File: src/rtl/red_d.sv
// red_d -- pipelined Barrett reducer for the Dilithium modulus q = 8380417.
//
// Computes result_o = product_i mod q for any 46-bit unsigned product. The
// result is a canonical residue in [0, q-1]. The block accepts one operand per
// clock, has no backpressure, and keeps operands in order.
//
// Ports:
//   clk_i      in   1   clock, rising edge
//   rst_ni     in   1   asynchronous active-low reset
//   valid_i    in   1   product_i is valid this cycle
//   product_i  in  46   unsigned operand
//   valid_o    out  1   result_o is valid this cycle
//   result_o   out 23   product_i mod 8380417; holds its last value while valid_o = 0
//
// Optional build macro:
//   RED_D_OUTREG_EN  adds a register stage after the final correction.
//                    Latency is 3 with the macro defined and 2 without it.
//
// Pipeline:
//   p1  registers the operand x.
//   p2  registers qhat = (x * m) >> 46 together with the low 25 bits of x.
//   p3  registers the corrected residue x - qhat*q.
//   p4  (RED_D_OUTREG_EN only) is an extra output register.
module red_d (
  input  logic        clk_i,
  input  logic        rst_ni,
  input  logic        valid_i,
  input  logic [45:0] product_i,
  output logic        valid_o,
  output logic [22:0] result_o
);

  localparam logic [24:0] Q25   = 25'd8380417;
  localparam logic [24:0] Q2_25 = 25'd16760834;
  localparam logic [69:0] M70   = 70'd8396807;  // floor(2^46 / q)

  // The Barrett estimate undershoots by at most two, so r < 3q.
  // Comparing r against both q and 2q in parallel is equivalent to two
  // cascaded conditional subtractions, and it is shallower.
  function automatic logic [22:0] reduce3q(input logic [24:0] r);
    if (r >= Q2_25) begin
      reduce3q = 23'(r - Q2_25);
    end else if (r >= Q25) begin
      reduce3q = 23'(r - Q25);
    end else begin
      reduce3q = r[22:0];
    end
  endfunction

  logic [45:0] x_p1_q;
  logic        vld_p1_q;
  logic [23:0] qhat_p2_d, qhat_p2_q;
  logic [24:0] xlo_p2_d, xlo_p2_q;
  logic        vld_p2_q;
  logic [24:0] r_p3;
  logic [22:0] res_p3_d, res_p3_q;
  logic        vld_p3_q;

  // ---- stage p1: operand capture ----
  always_ff @(posedge clk_i or negedge rst_ni) begin
    if (!rst_ni) begin
      x_p1_q   <= '0;
      vld_p1_q <= 1'b0;
    end else begin
      x_p1_q   <= product_i;
      vld_p1_q <= valid_i;
    end
  end

  // The full 70-bit product must be formed before the shift.
  // qhat < m < 2^24, so the top 24 bits hold all of qhat.
  assign qhat_p2_d = 24'(({24'b0, x_p1_q} * M70) >> 46);
  // r = x - qhat*q is known to be below 2^25, so only the low 25 bits of x
  // and of qhat*q affect the result. Modular wrap in 25 bits gives exact r.
  assign xlo_p2_d  = x_p1_q[24:0];

  // ---- stage p2: quotient estimate ----
  always_ff @(posedge clk_i or negedge rst_ni) begin
    if (!rst_ni) begin
      qhat_p2_q <= '0;
      xlo_p2_q  <= '0;
      vld_p2_q  <= 1'b0;
    end else begin
      qhat_p2_q <= qhat_p2_d;
      xlo_p2_q  <= xlo_p2_d;
      vld_p2_q  <= vld_p1_q;
    end
  end

  assign r_p3     = xlo_p2_q - ({1'b0, qhat_p2_q} * Q25);
  assign res_p3_d = reduce3q(r_p3);

`ifdef RED_D_OUTREG_EN
  logic [22:0] res_p4_q;
  logic        vld_p4_q;

  // ---- stage p3: corrected residue ----
  always_ff @(posedge clk_i or negedge rst_ni) begin
    if (!rst_ni) begin
      res_p3_q <= '0;
      vld_p3_q <= 1'b0;
    end else begin
      res_p3_q <= res_p3_d;
      vld_p3_q <= vld_p2_q;
    end
  end

  // ---- stage p4: output register, holds its value across invalid cycles ----
  always_ff @(posedge clk_i or negedge rst_ni) begin
    if (!rst_ni) begin
      res_p4_q <= '0;
      vld_p4_q <= 1'b0;
    end else begin
      vld_p4_q <= vld_p3_q;
      if (vld_p3_q) begin
        res_p4_q <= res_p3_q;
      end
    end
  end

  assign valid_o  = vld_p4_q;
  assign result_o = res_p4_q;
`else
  // ---- stage p3: corrected residue, also the output register ----
  always_ff @(posedge clk_i or negedge rst_ni) begin
    if (!rst_ni) begin
      res_p3_q <= '0;
      vld_p3_q <= 1'b0;
    end else begin
      vld_p3_q <= vld_p2_q;
      if (vld_p2_q) begin
        res_p3_q <= res_p3_d;
      end
    end
  end

  assign valid_o  = vld_p3_q;
  assign result_o = res_p3_q;
`endif

endmodule

File: config.mk
export PLATFORM = sky130hd
export DESIGN_NAME = red_d
export DESIGN_NICKNAME = d
export VERILOG_FILES = /design/src/rtl/red_d.sv
export SDC_FILE = /design/constraint.sdc
export NUM_CORES = 1
export LEC_CHECK = 0
export ABC_AREA = 0
export ABC_CLOCK_PERIOD_IN_PS = 17300
export CAP_MARGIN = 15
export CORE_MARGIN = 1
export CORE_UTILIZATION = 60
export CTS_CLUSTER_DIAMETER = 120
export DETAILED_ROUTE_END_ITERATION = 8
export PLACE_DENSITY = 0.79
export RECOVER_POWER = 100
export SETUP_SLACK_MARGIN = 0.4
export SYNTH_ARGS = -nofsm -noshare
export SYNTH_HDL_FRONTEND = slang
export SYNTH_SLANG_ARGS = --single-unit
File: constraint.sdc
create_clock -name clk_i -period 17.3 [get_ports clk_i]
set_clock_uncertainty 0.2 [all_clocks]
set_input_delay 3.46 -clock clk_i [delete_from_list [all_inputs] [get_ports clk_i]]
set_output_delay 3.46 -clock clk_i [all_outputs]
set_load 0.01 [all_outputs]
=== Word-level counts from Yosys, hierarchy flattened ===
Index checks and enable logic that the tools add are counted.

* Magnitude comparators: 2
* Multiply operators: 2
* Muxes and demuxes: 2
* Add/sub/neg operators: 3

{| class="wikitable"
|+ Operators with widths
! cell !! number
|-
| $mul A46 B24 Y70 const B || 1
|-
| $mux W23 || 2
|-
| $sub A23 B23 Y23 const B || 2
|-
| $ge A25 B23 Y1 const B || 1
|-
| $ge A25 B24 Y1 const B || 1
|-
| $mul A24 B23 Y25 const B || 1
|-
| $sub A25 B25 Y25 || 1
|}

* Flip-flop bits (word level): 121
* Output and inout port bits: 24
* Word-level logic and storage cells: 16

=== Depth between registers and ports, before layout ===
Gate-level depths: netlist of the first run.

* Word-level depth: 5
* Gate-level depth with buffers: 25
* Gate-level depth less buffers: 24

=== Worst setup path after synthesis of the first run ===
No wires, ideal clock.

* Path type: reg-to-reg
* From: reg qhat_p2_q[4]
* To: reg res_p3_q[12], in the netlist result_o[12]
* Setup time: 0.124 ns
* Required time: 16.976 ns
* Stages on the path, launching flop included: 26
* Data arrival time: 6.688 ns
* Setup slack: 10.288 ns
* Clock period less this slack: 7.012 ns
* Cells stage by stage: dfrtp_1 > inv_1 > fa_1 > inv_1 > fa_1 > ha_1 > inv_1 > fa_1 > fa_1 > inv_1 > fa_1 > fa_1 > inv_1 > ha_1 > clkbuf_1 > nand2_1 > nand2_1 > a311oi_1 > a21oi_1 > a311oi_2 > xor2_1 > or2_2 > a21oi_1 > o211ai_2 > mux2i_1 > a211o_1

* Word-level cells in the longest chain between the ends: 5
* Elaborated cells between the ends (all ways): 8
* Those cells by class: 3 x add/sub; 1 x mul; 2 x order compare; 2 x mux

{| class="wikitable"
|+ RTL lines
! what !! line !! RTL
|-
| start, declared || 52 || <nowiki>logic [23:0] qhat_p2_d, qhat_p2_q;</nowiki>
|-
| start signal, assigned || 84 || <nowiki>qhat_p2_q <= qhat_p2_d;</nowiki>
|-
| $mul A24 B23 Y25 (*) || 90 || <nowiki>assign r_p3 = xlo_p2_q - ({1'b0, qhat_p2_q} * Q25);</nowiki>
|-
| $sub A25 B25 Y25 (*) || 90 ||
|-
| $sub A23 B23 Y23 or $ge A25 B23 Y1 (tied branches) || 44, 43 ||
|-
| $mux W23 || 43 || <nowiki>end else if (r >= Q25) begin</nowiki>
|-
| $mux W23 (*) || 41 || <nowiki>if (r >= Q2_25) begin</nowiki>
|-
| end signal, assigned || 132 || <nowiki>res_p3_q <= res_p3_d;</nowiki>
|-
| end, declared || 56 || <nowiki>logic [22:0] res_p3_d, res_p3_q;</nowiki>
|}

Mark *: on every way between the ends. The rest lies on a longest branch, timed or not.
A chain may end at the register's enable or synchronous reset.

==> run_results.csv, run 1 <==
group,metric,value,unit
run_status,status,"finished, violations left",
run_status,failing_checks,"DRC, capacitance limit, slew limit",
drt,route.antenna.remaining_nets,0,
synthesis,postSynthCellCount,1574,
clock_tree,cts_htree_levels,4,
sta,timing_max_transition_violations_final,124,
worst_setup_path,critical_path.max_fanout,67,
clock_tree,tritoncts.num_buffers,17,
synthesis,post_synth_instance_area,15800,um^2
global_routing,overflow,0,
global_routing,global_route_wire_length_before_repair,61900,um
die,die_w,164,um
drt,detail_route.vias_per_cell,5.91,
drt,router_iterations_before_antenna_repair,7,
flow_run,timing.max_cap.violations,3,
sta,final_hold_vio_count,0,
worst_setup_path,crit_path_end,"xlo_p2_q[3]",
synthesis,synth-async-reset-ratio,100,%
die,num_rows,59,
synthesis,synth_top_area_cell,"sky130_fd_sc_hd__ha_1",
sta,setup_viol,0,
drt,route.vias.total,11800,
synthesis,synth_edf_count,0,
worst_setup_path,launching_instance_or_port_of_the_critical_path,"rst_ni",
global_routing,grt_pass1_vias,12100,
clock_tree,path_clk_slew,0.06,ns
cells_and_area,fill_cells,2009,
clock_tree,cts_tree,"built",
worst_setup_path,setup.worst_path.start_class,"input port",
synthesis,synth.area.top_cells,"sky130_fd_sc_hd__ha_1, sky130_fd_sc_hd__fa_1, sky130_fd_sc_hd__dfrtp_1",
drt,post-route-drc-count,2,
worst_setup_path,timing.reg2reg.setup_slack,9.36,ns
worst_setup_path,critical_path.reg2reg.endpoint,"result_o[6]",
placement,port_buffers,72,
cells_and_area,final-instance-count-excl-fill,1993,
sta,worst_slew_margin_rel,-139,%
placement,dp_hpwl,31600,um
cells_and_area,footprint_of_the_multi_input_gates,11700,um^2
synthesis,synth-seq-area-share,19.2,%
global_routing,antenna_found_initial,0,
sta,unrepaired_setup_endpoints_after_global_routing,"no",
placement,routabilityCongestion,0.929,
sta,fmax,0.117,GHz
drt,detailedRoute.firstIterationViolations,651,
die,core_region_area,25900,um^2
worst_setup_path,reg2reg_from,"qhat_p2_q[7]",
worst_setup_path,worst-r2r-cell-count,21,
worst_setup_path,critical_path.cell_chain,"clkbuf_1, clkbuf_1",
clock_tree,clock_latency_on_the_worst_skew_pair,0.43,ns
clock_tree,clockBufferDepth,2,
synthesis,netlist-cell-type-count,87,
die,die_height,164,um
drt,drt-wirelength-per-cell,19.4,um
clock_tree,post_cts_resized,0,
synthesis,yosys_register_bits,121,
drt,wl_met3,1560,um
sta,max_slew.worst_pin.slew,3.58,ns
die,effective_utilization_at_floorplan,61.0,%
cells_and_area,n_antenna_cell,0,
worst_setup_path,critPathBufInv,2,
drt,postRouteWirelength,38700,um
sta,post_layout_minimum_cycle_time,8.58,ns
worst_setup_path,cp_top_family,"buffers and inverters",
sta,fin_ws,8.72,ns
cells_and_area,ff_latch_area,3030,um^2
clock_tree,cts.root.buffer_cell,"sky130_fd_sc_hd__clkbuf_16",
cells_and_area,drive_above_1_share,4.34,%
cells_and_area,areaGrowthSynthToFinish,10.0,%
drt,highest_layer,"met4",
synthesis,post-synth-top-count-cell,"sky130_fd_sc_hd__ha_1",
synthesis,ys.flop_type,"sky130_fd_sc_hd__dfrtp_1",
cells_and_area,final_nets,2179,
worst_setup_path,critical_path_depth,2,
worst_setup_path,critical_path.slowest_cell,"sky130_fd_sc_hd__clkbuf_1",
synthesis,synthTopCellsByCount,"sky130_fd_sc_hd__ha_1, sky130_fd_sc_hd__inv_1, sky130_fd_sc_hd__fa_1",
cells_and_area,post-route-cell-area,17400,um^2
worst_setup_path,end_kind,"async pin",
sta,final.period_utilization,49.6,%
synthesis,yosysWarningCount,0,
worst_setup_path,critical_path.max_stage_delay,2.47,ns
synthesis,syn_nets,2107,
drt,dr_wl_met2,20000,um
placement,dpl-instance-area,16900,um^2
worst_setup_path,path_common_cell,"sky130_fd_sc_hd__clkbuf_1",
global_routing,grt_max_degree,68,
worst_setup_path,arrival,8.26,ns
worst_setup_path,worst-endpoint-required,16.98,ns
global_routing,globalRouteTotalUtil,30.5,%
placement,place.detailed.instances,1962,
die,dieArea,27000,um^2
worst_setup_path,start_to_end_type_of_the_worst_setup_path,"in -> async",
drt,wl_met1,15700,um
synthesis,synth_top_area_share,25.4,%
placement,dp_slack,9.68,ns
clock_tree,postCtsHoldBufs,0,
die,io_pins,73,
clock_tree,numClockSinks,121,
sta,timing.setup.tns,0,ns
synthesis,syn_area_per_cell,10.0,um^2
hold_path,hold_path.class,"reg -> reg",
clock_tree,cts_setup_buffers,0,
==> cell type report <==
class,instances,area share [%]
clock inverter,13,0.698
timing repair buffer,74,4.15
tap,335,2.41
clock buffer,18,2.47
inverter,269,5.81
multi-input combinational,1163,67.0
sequential,121,17.4
==> per-stage QoR <==
stage / utilization, % / hold slack [ns]
floorplan: - / 0.131
detailed placement: 65.1 / 0.139
finish: 67.1 / 0.150
global placement: 65.1 / 0.138
global route: 67.1 / 0.165
CTS: 67.2 / 0.153
==> cells in the final DEF, fill, tap and decap left out, types with 6 or more instances in the layout <==
cell type / synthesis / final
sky130_fd_sc_hd__o21a_1: 11 / 11
sky130_fd_sc_hd__o21bai_1: 8 / 8
sky130_fd_sc_hd__a211o_1: 7 / 7
sky130_fd_sc_hd__nor3_1: 18 / 18
sky130_fd_sc_hd__fa_1: 163 / 163
sky130_fd_sc_hd__clkbuf_16: 0 / 17
sky130_fd_sc_hd__and3_1: 14 / 14
sky130_fd_sc_hd__xor2_1: 13 / 13
sky130_fd_sc_hd__nand2b_1: 14 / 14
sky130_fd_sc_hd__o21ai_0: 37 / 37
sky130_fd_sc_hd__nand4_1: 13 / 13
sky130_fd_sc_hd__o31a_1: 6 / 6
sky130_fd_sc_hd__o211ai_1: 11 / 12
sky130_fd_sc_hd__a31oi_1: 13 / 13
sky130_fd_sc_hd__or2_2: 11 / 11
sky130_fd_sc_hd__nor2b_1: 16 / 16
sky130_fd_sc_hd__nor2_1: 69 / 69
sky130_fd_sc_hd__ha_1: 321 / 321
sky130_fd_sc_hd__inv_1: 269 / 269
sky130_fd_sc_hd__a21oi_1: 82 / 82
sky130_fd_sc_hd__mux2i_1: 6 / 6
sky130_fd_sc_hd__or3_1: 7 / 7
sky130_fd_sc_hd__a21o_1: 55 / 56
sky130_fd_sc_hd__nand3_1: 27 / 27
sky130_fd_sc_hd__dlygate4sd3_1: 0 / 71
sky130_fd_sc_hd__xnor2_1: 53 / 53
sky130_fd_sc_hd__a211oi_1: 10 / 10
sky130_fd_sc_hd__nand2_1: 68 / 68
sky130_fd_sc_hd__dfrtp_1: 121 / 121
==> cell families after synthesis <==
kind of cell	count (synthesis)	synth area share, %
compound gates	309	13.8
xor+xnor	67	3.76
fa+ha+maj	484	46.1
buf+inv	290	6.98
flops	121	19.2
mux	11	0.736
simple gates	292	9.48
==> how the worst min path moves through the flow <==
stage / endpoint / startpoint / cells after the start
6_report: vld_p2_q / vld_p1_q / 0
4_1_cts: vld_p2_q / vld_p1_q / 0
2_1_floorplan: vld_p2_q / vld_p1_q / 0
3_5_place_dp: vld_p2_q / vld_p1_q / 0
5_1_grt: vld_p2_q / vld_p1_q / 0
3_3_place_gp: vld_p2_q / vld_p1_q / 0
==> registers in the layout, summed over array words and instances, names as in the netlist <==
name	count
qhat_p2_q	24
result_o	23
valid_o	1
vld_p1_q	1
vld_p2_q	1
x_p1_q	46
xlo_p2_q	25
==> layer usage <==
metal	vias up	GRT usage [%]
li1	5530	-
met1	5774	35.7
met2	378	55.8
met3	100	3.91
met4	0	12.6
met5	-	0
Power of run 1 is left out: the tool's default activity adds up to more than one toggle a clock period on the data nets, which glitch-free logic cannot reach.
==> run 2: changes to the inputs <==
--- a/config.mk
+++ b/config.mk
@@ -6,7 +6,7 @@
 export NUM_CORES = 1
 export LEC_CHECK = 0
 export ABC_AREA = 0
-export ABC_CLOCK_PERIOD_IN_PS = 17300
+export ABC_CLOCK_PERIOD_IN_PS = 8189
 export CAP_MARGIN = 15
 export CORE_MARGIN = 1
 export CORE_UTILIZATION = 60
==> constraint.sdc (replaced) <==
create_clock -name clk_i -period 8.19 [get_ports clk_i]
set_clock_uncertainty 0.2 [all_clocks]
set_input_delay 1.638 -clock clk_i [delete_from_list [all_inputs] [get_ports clk_i]]
set_output_delay 1.638 -clock clk_i [all_outputs]
set_load 0.01 [all_outputs]
==> run_results.csv, run 2 (synthesis results as in run 1) <==
group,metric,value,unit
run_status,status,"finished, violations left",
run_status,failing_checks,"capacitance limit, slew limit",
sta,timing.setup.tns,0,ns
drt,route.antenna.remaining_nets,0,
worst_setup_path,timing.reg2reg.setup_slack,0.55,ns
worst_setup_path,setup.worst_path.start_class,"flip-flop",
die,io_pins,73,
clock_tree,path_clk_slew,0.07,ns
drt,postRouteWirelength,38700,um
die,dieArea,27000,um^2
worst_setup_path,path_common_cell,"sky130_fd_sc_hd__fa_1",
cells_and_area,mostFrequentLayoutCells,"sky130_fd_sc_hd__ha_1, sky130_fd_sc_hd__inv_1, sky130_fd_sc_hd__fa_1, sky130_fd_sc_hd__dfrtp_1, sky130_fd_sc_hd__a21oi_1",
cells_and_area,n_antenna_cell,0,
sta,fmax,0.131,GHz
cells_and_area,final_nets,2180,
drt,route.vias.total,11800,
die,die_height,164,um
sta,worst_slew_margin_rel,-136,%
clock_tree,numClockSinks,121,
global_routing,grt_max_degree,68,
placement,dp_hpwl,31400,um
worst_setup_path,cp_top_family,"adder cells",
worst_setup_path,critPathBufInv,5,
sta,setup_viol,0,
placement,port_buffers,72,
worst_setup_path,end_kind,"flip-flop",
worst_setup_path,critical_path.max_fanout,10,
worst_setup_path,critical_path.cell_chain,"inv_1, fa_1, inv_1, fa_1, ha_1, inv_1, fa_1, fa_1, inv_1, fa_1, fa_1, inv_1, ha_1, nand2_1, nand2_1, a311oi_1, a21oi_1, a311oi_1, xor2_2, o21bai_1, a2111oi_1, o221ai_1, a221oi_1",
worst_setup_path,worst-endpoint-required,8.32,ns
cells_and_area,largest_register_ff_count,46,
clock_tree,cts.root.buffer_cell,"sky130_fd_sc_hd__clkbuf_16",
global_routing,globalRouteTotalUtil,30.5,%
global_routing,overflow,0,
hold_path,hold_path.class,"reg -> reg",
die,num_rows,59,
sta,unrepaired_setup_endpoints_after_global_routing,"yes",
die,core_region_area,25900,um^2
clock_tree,clock_latency_on_the_worst_skew_pair,0.43,ns
global_routing,global_route_wire_length_before_repair,61800,um
cells_and_area,fill_cells,1964,
cells_and_area,largestRegisters,"x_p1_q: 46 flops, xlo_p2_q: 25 flops, qhat_p2_q: 24 flops",
drt,detailedRoute.firstIterationViolations,723,
die,effective_utilization_at_floorplan,61.0,%
sta,post_layout_minimum_cycle_time,7.64,ns
clock_tree,cts_htree_levels,4,
worst_setup_path,arrival,7.77,ns
global_routing,antenna_found_initial,0,
flow_run,timing.max_cap.violations,2,
clock_tree,tritoncts.num_buffers,17,
clock_tree,postCtsHoldBufs,0,
drt,drt-wirelength-per-cell,19.4,um
die,die_w,164,um
sta,final_hold_vio_count,0,
sta,final.period_utilization,93.3,%
worst_setup_path,critical_path.max_stage_delay,0.58,ns
sta,timing_max_transition_violations_final,106,
clock_tree,cts_tree,"built",
worst_setup_path,start_to_end_type_of_the_worst_setup_path,"reg -> reg",
drt,detail_route.vias_per_cell,5.91,
cells_and_area,areaGrowthSynthToFinish,10.7,%
worst_setup_path,critical_path.slowest_cell,"sky130_fd_sc_hd__fa_1",
cells_and_area,drive_above_1_share,5.00,%
drt,post-route-drc-count,0,
cells_and_area,mostFrequentLayoutCell,"sky130_fd_sc_hd__ha_1",
drt,router_iterations_before_antenna_repair,5,
placement,routabilityCongestion,0.929,
global_routing,grt_pass1_vias,12100,
sta,max_slew.worst_pin.slew,3.55,ns
clock_tree,clockBufferDepth,2,
cells_and_area,register_with_the_most_flip_flops,"x_p1_q",
## run 2: worst paths after layout
check                              from            to  cells after the start
max in group asynchronous        rst_ni     x_p1_q[9]                      2
max reg2reg                qhat_p2_q[4]  result_o[19]                     23
min reg2reg                    vld_p1_q      vld_p2_q                      0
min in group asynchronous        rst_ni    x_p1_q[42]                      1
max                        qhat_p2_q[4]  result_o[19]                     23
min                            vld_p1_q      vld_p2_q                      0
## run 2: timing repair
item                                    4_1_cts  5_1_grt
buffers inserted                              0        1
endpoints found under the hold margin         0        0
resized for setup                             0        6
endpoints found under the setup margin        0        9
## run 2: routing by layer
layer,vias to the layer above,GRT usage (%),routed length [um]
met1,5783,35.7,15400
li1,5536,-,-
met3,129,3.71,1700
met4,0,18.0,2310
met2,346,53.5,19300
met5,-,0,0
## run 2: layout make-up
cell class / instances / area (um^2) / share of cell area (%)
Sequential cell: 121 / 3030 / 17.3
Clock inverter: 13 / 166 / 0.952
Inverter: 269 / 1010 / 5.78
Clock buffer: 19 / 453 / 2.59
Multi-Input combinational cell: 1163 / 11700 / 66.8
Tap cell: 335 / 419 / 2.40
Timing Repair Buffer: 75 / 731 / 4.18
## run 2: metrics by stage
| stage | hold WS (ns) | cell area [um^2] | instances | setup slack (ns) | utilization (%) |
|---|---|---|---|---|---|
| 2_1_floorplan | 0.131 | 15800 | 1574 | 1.18 | - |
| 3_3_place_gp | 0.138 | 16900 | 1962 | 0.787 | 65.1 |
| 3_5_place_dp | 0.146 | 16900 | 1962 | 0.584 | 65.1 |
| 4_1_cts | 0.154 | 17500 | 1994 | 0.555 | 67.5 |
| 5_1_grt | 0.165 | 17500 | 1995 | 0.181 | 67.5 |
| 6_report | 0.152 | 17500 | 1995 | 0.550 | 67.5 |
Power of run 2 is left out for the same reason.
==> RTL change (settings of run 1) <==
Add an input register stage for `valid_i` and `product_i`, without a reset; this delays them by one clock. Comments in the files are not updated.
--- a/src/rtl/red_d.sv
+++ b/src/rtl/red_d.sv
@@ -34,6 +34,14 @@
   localparam logic [24:0] Q2_25 = 25'd16760834;
   localparam logic [69:0] M70   = 70'd8396807;  // floor(2^46 / q)
 
+  logic valid_q;
+  logic [45:0] product_q;
+
+  always_ff @(posedge clk_i) begin
+    valid_q   <= valid_i;
+    product_q <= product_i;
+  end
+
   // The Barrett estimate undershoots by at most two, so r < 3q.
   // Comparing r against both q and 2q in parallel is equivalent to two
   // cascaded conditional subtractions, and it is shallower.
@@ -62,8 +70,8 @@
       x_p1_q   <= '0;
       vld_p1_q <= 1'b0;
     end else begin
-      x_p1_q   <= product_i;
-      vld_p1_q <= valid_i;
+      x_p1_q   <= product_q;
+      vld_p1_q <= valid_q;
     end
   end
 
Function: changed (Yosys sat finds a counterexample within 4 cycles, from zero or initial values and one cycle with rst_ni low).
==> RTL change against run 1 <==
The run ends with max-capacitance violations, max-slew violations left. Setup slack got worse by 0.11 ns. Sequential cell count increased by 47. Synthesized area increased by 5.2%. Wire length about the same. Design area increased by 5.4%. Critical path type is now flip-flop to flip-flop. Critical path depth increased by 22. Non-clock buffer count increased by 1. Global-route usage decreased by 1.4 points.
Power is not shown: default switching activity piles up to over one toggle a cycle in this logic, so the estimate is an artifact.
==> RTL change: results <==
metrics = {
    "run_status": {
        "violations": "max-capacitance violations, max-slew violations",
        "status": "finished with violations",
    },
    "worst_setup_path": {
        "critPathSlowestCell": "o311ai_0",
        "reg2regPathDepth": 24,
        "path_max_fanout": 10,
        "setup.worst_path.class": "flip-flop to flip-flop",
    },
    "drt": {
        "wl_met3_um": 1520,
        "wl_per_cell_um": 18.7,
        "met2_length_um": 19300,
        "wl_met1_um": 16100,
        "drtIter0Drc": 786,
    },
    "synth": {
        "netlist_instances": 1605,
        "synth_area_leaders": "ha_1 (24%), fa_1 (20%), dfrtp_1 (18%), inv_1 (6.0%), dfxtp_1 (5.7%)",
        "synth.yosys.seq_area_share_pct": 23.9,
        "yosysUniqueCellTypes": 82,
    },
    "worst_hold_path": {
        "min_to": "x_p1_q[37]$_DFF_PN0_",
    },
    "grt": {
        "grt_pass1_vias": 12400,
        "grt_pass1_wl_um": 63600,
        "grt_use_met2_pct": 50.8,
        "grt_max_degree": 66,
    },
    "place": {
        "pre_cts_slack_ns": 9.53,
        "place_congestion": 0.962,
        "place_area_um2": 17800,
    },
    "clock_network": {
        "clock_latency_ns": 0.45,
        "clkTransAtPathRegs_ns": 0.08,
    },
    "sta": {
        "drv_slew": 133,
        "tightest_slew_ns": 3.33,
    },
    "flow_run": {
        "cap_violations": 4,
    },
}
==> RTL change: cell count changes after synthesis, sizes merged, moves of 13 or more <==
| cell | run 1 | this run |
|---|---|---|
| or4 | 0 | 15 |
| o21ai | 40 | 60 |
| dfxtp | 0 | 47 |
| o31ai | 3 | 20 |
| nor2 | 70 | 57 |
| xnor2 | 53 | 40 |
==> RTL change: cell type report <==
| type | count | share of cell area [%] |
|---|---|---|
| Multi-Input combinational cell | 1158 | 63.0 |
| Sequential cell | 168 | 21.7 |
| Inverter | 265 | 5.43 |
| Timing Repair Buffer | 75 | 3.96 |
| Clock buffer | 20 | 2.55 |
| Tap cell | 372 | 2.54 |
| Clock inverter | 12 | 0.820 |
| Antenna cell | 1 | 0.0137 |
==> RTL change: cells by family after synthesis <==
group,synth area share (%)
adder cells (fa/ha/maj),43.8
AND/OR/NAND/NOR,9.43
multiplexers,0.135
AO/OA/AOI/OAI,13.4
flip-flops,23.9
XOR/XNOR,2.95
buffers and inverters,6.47
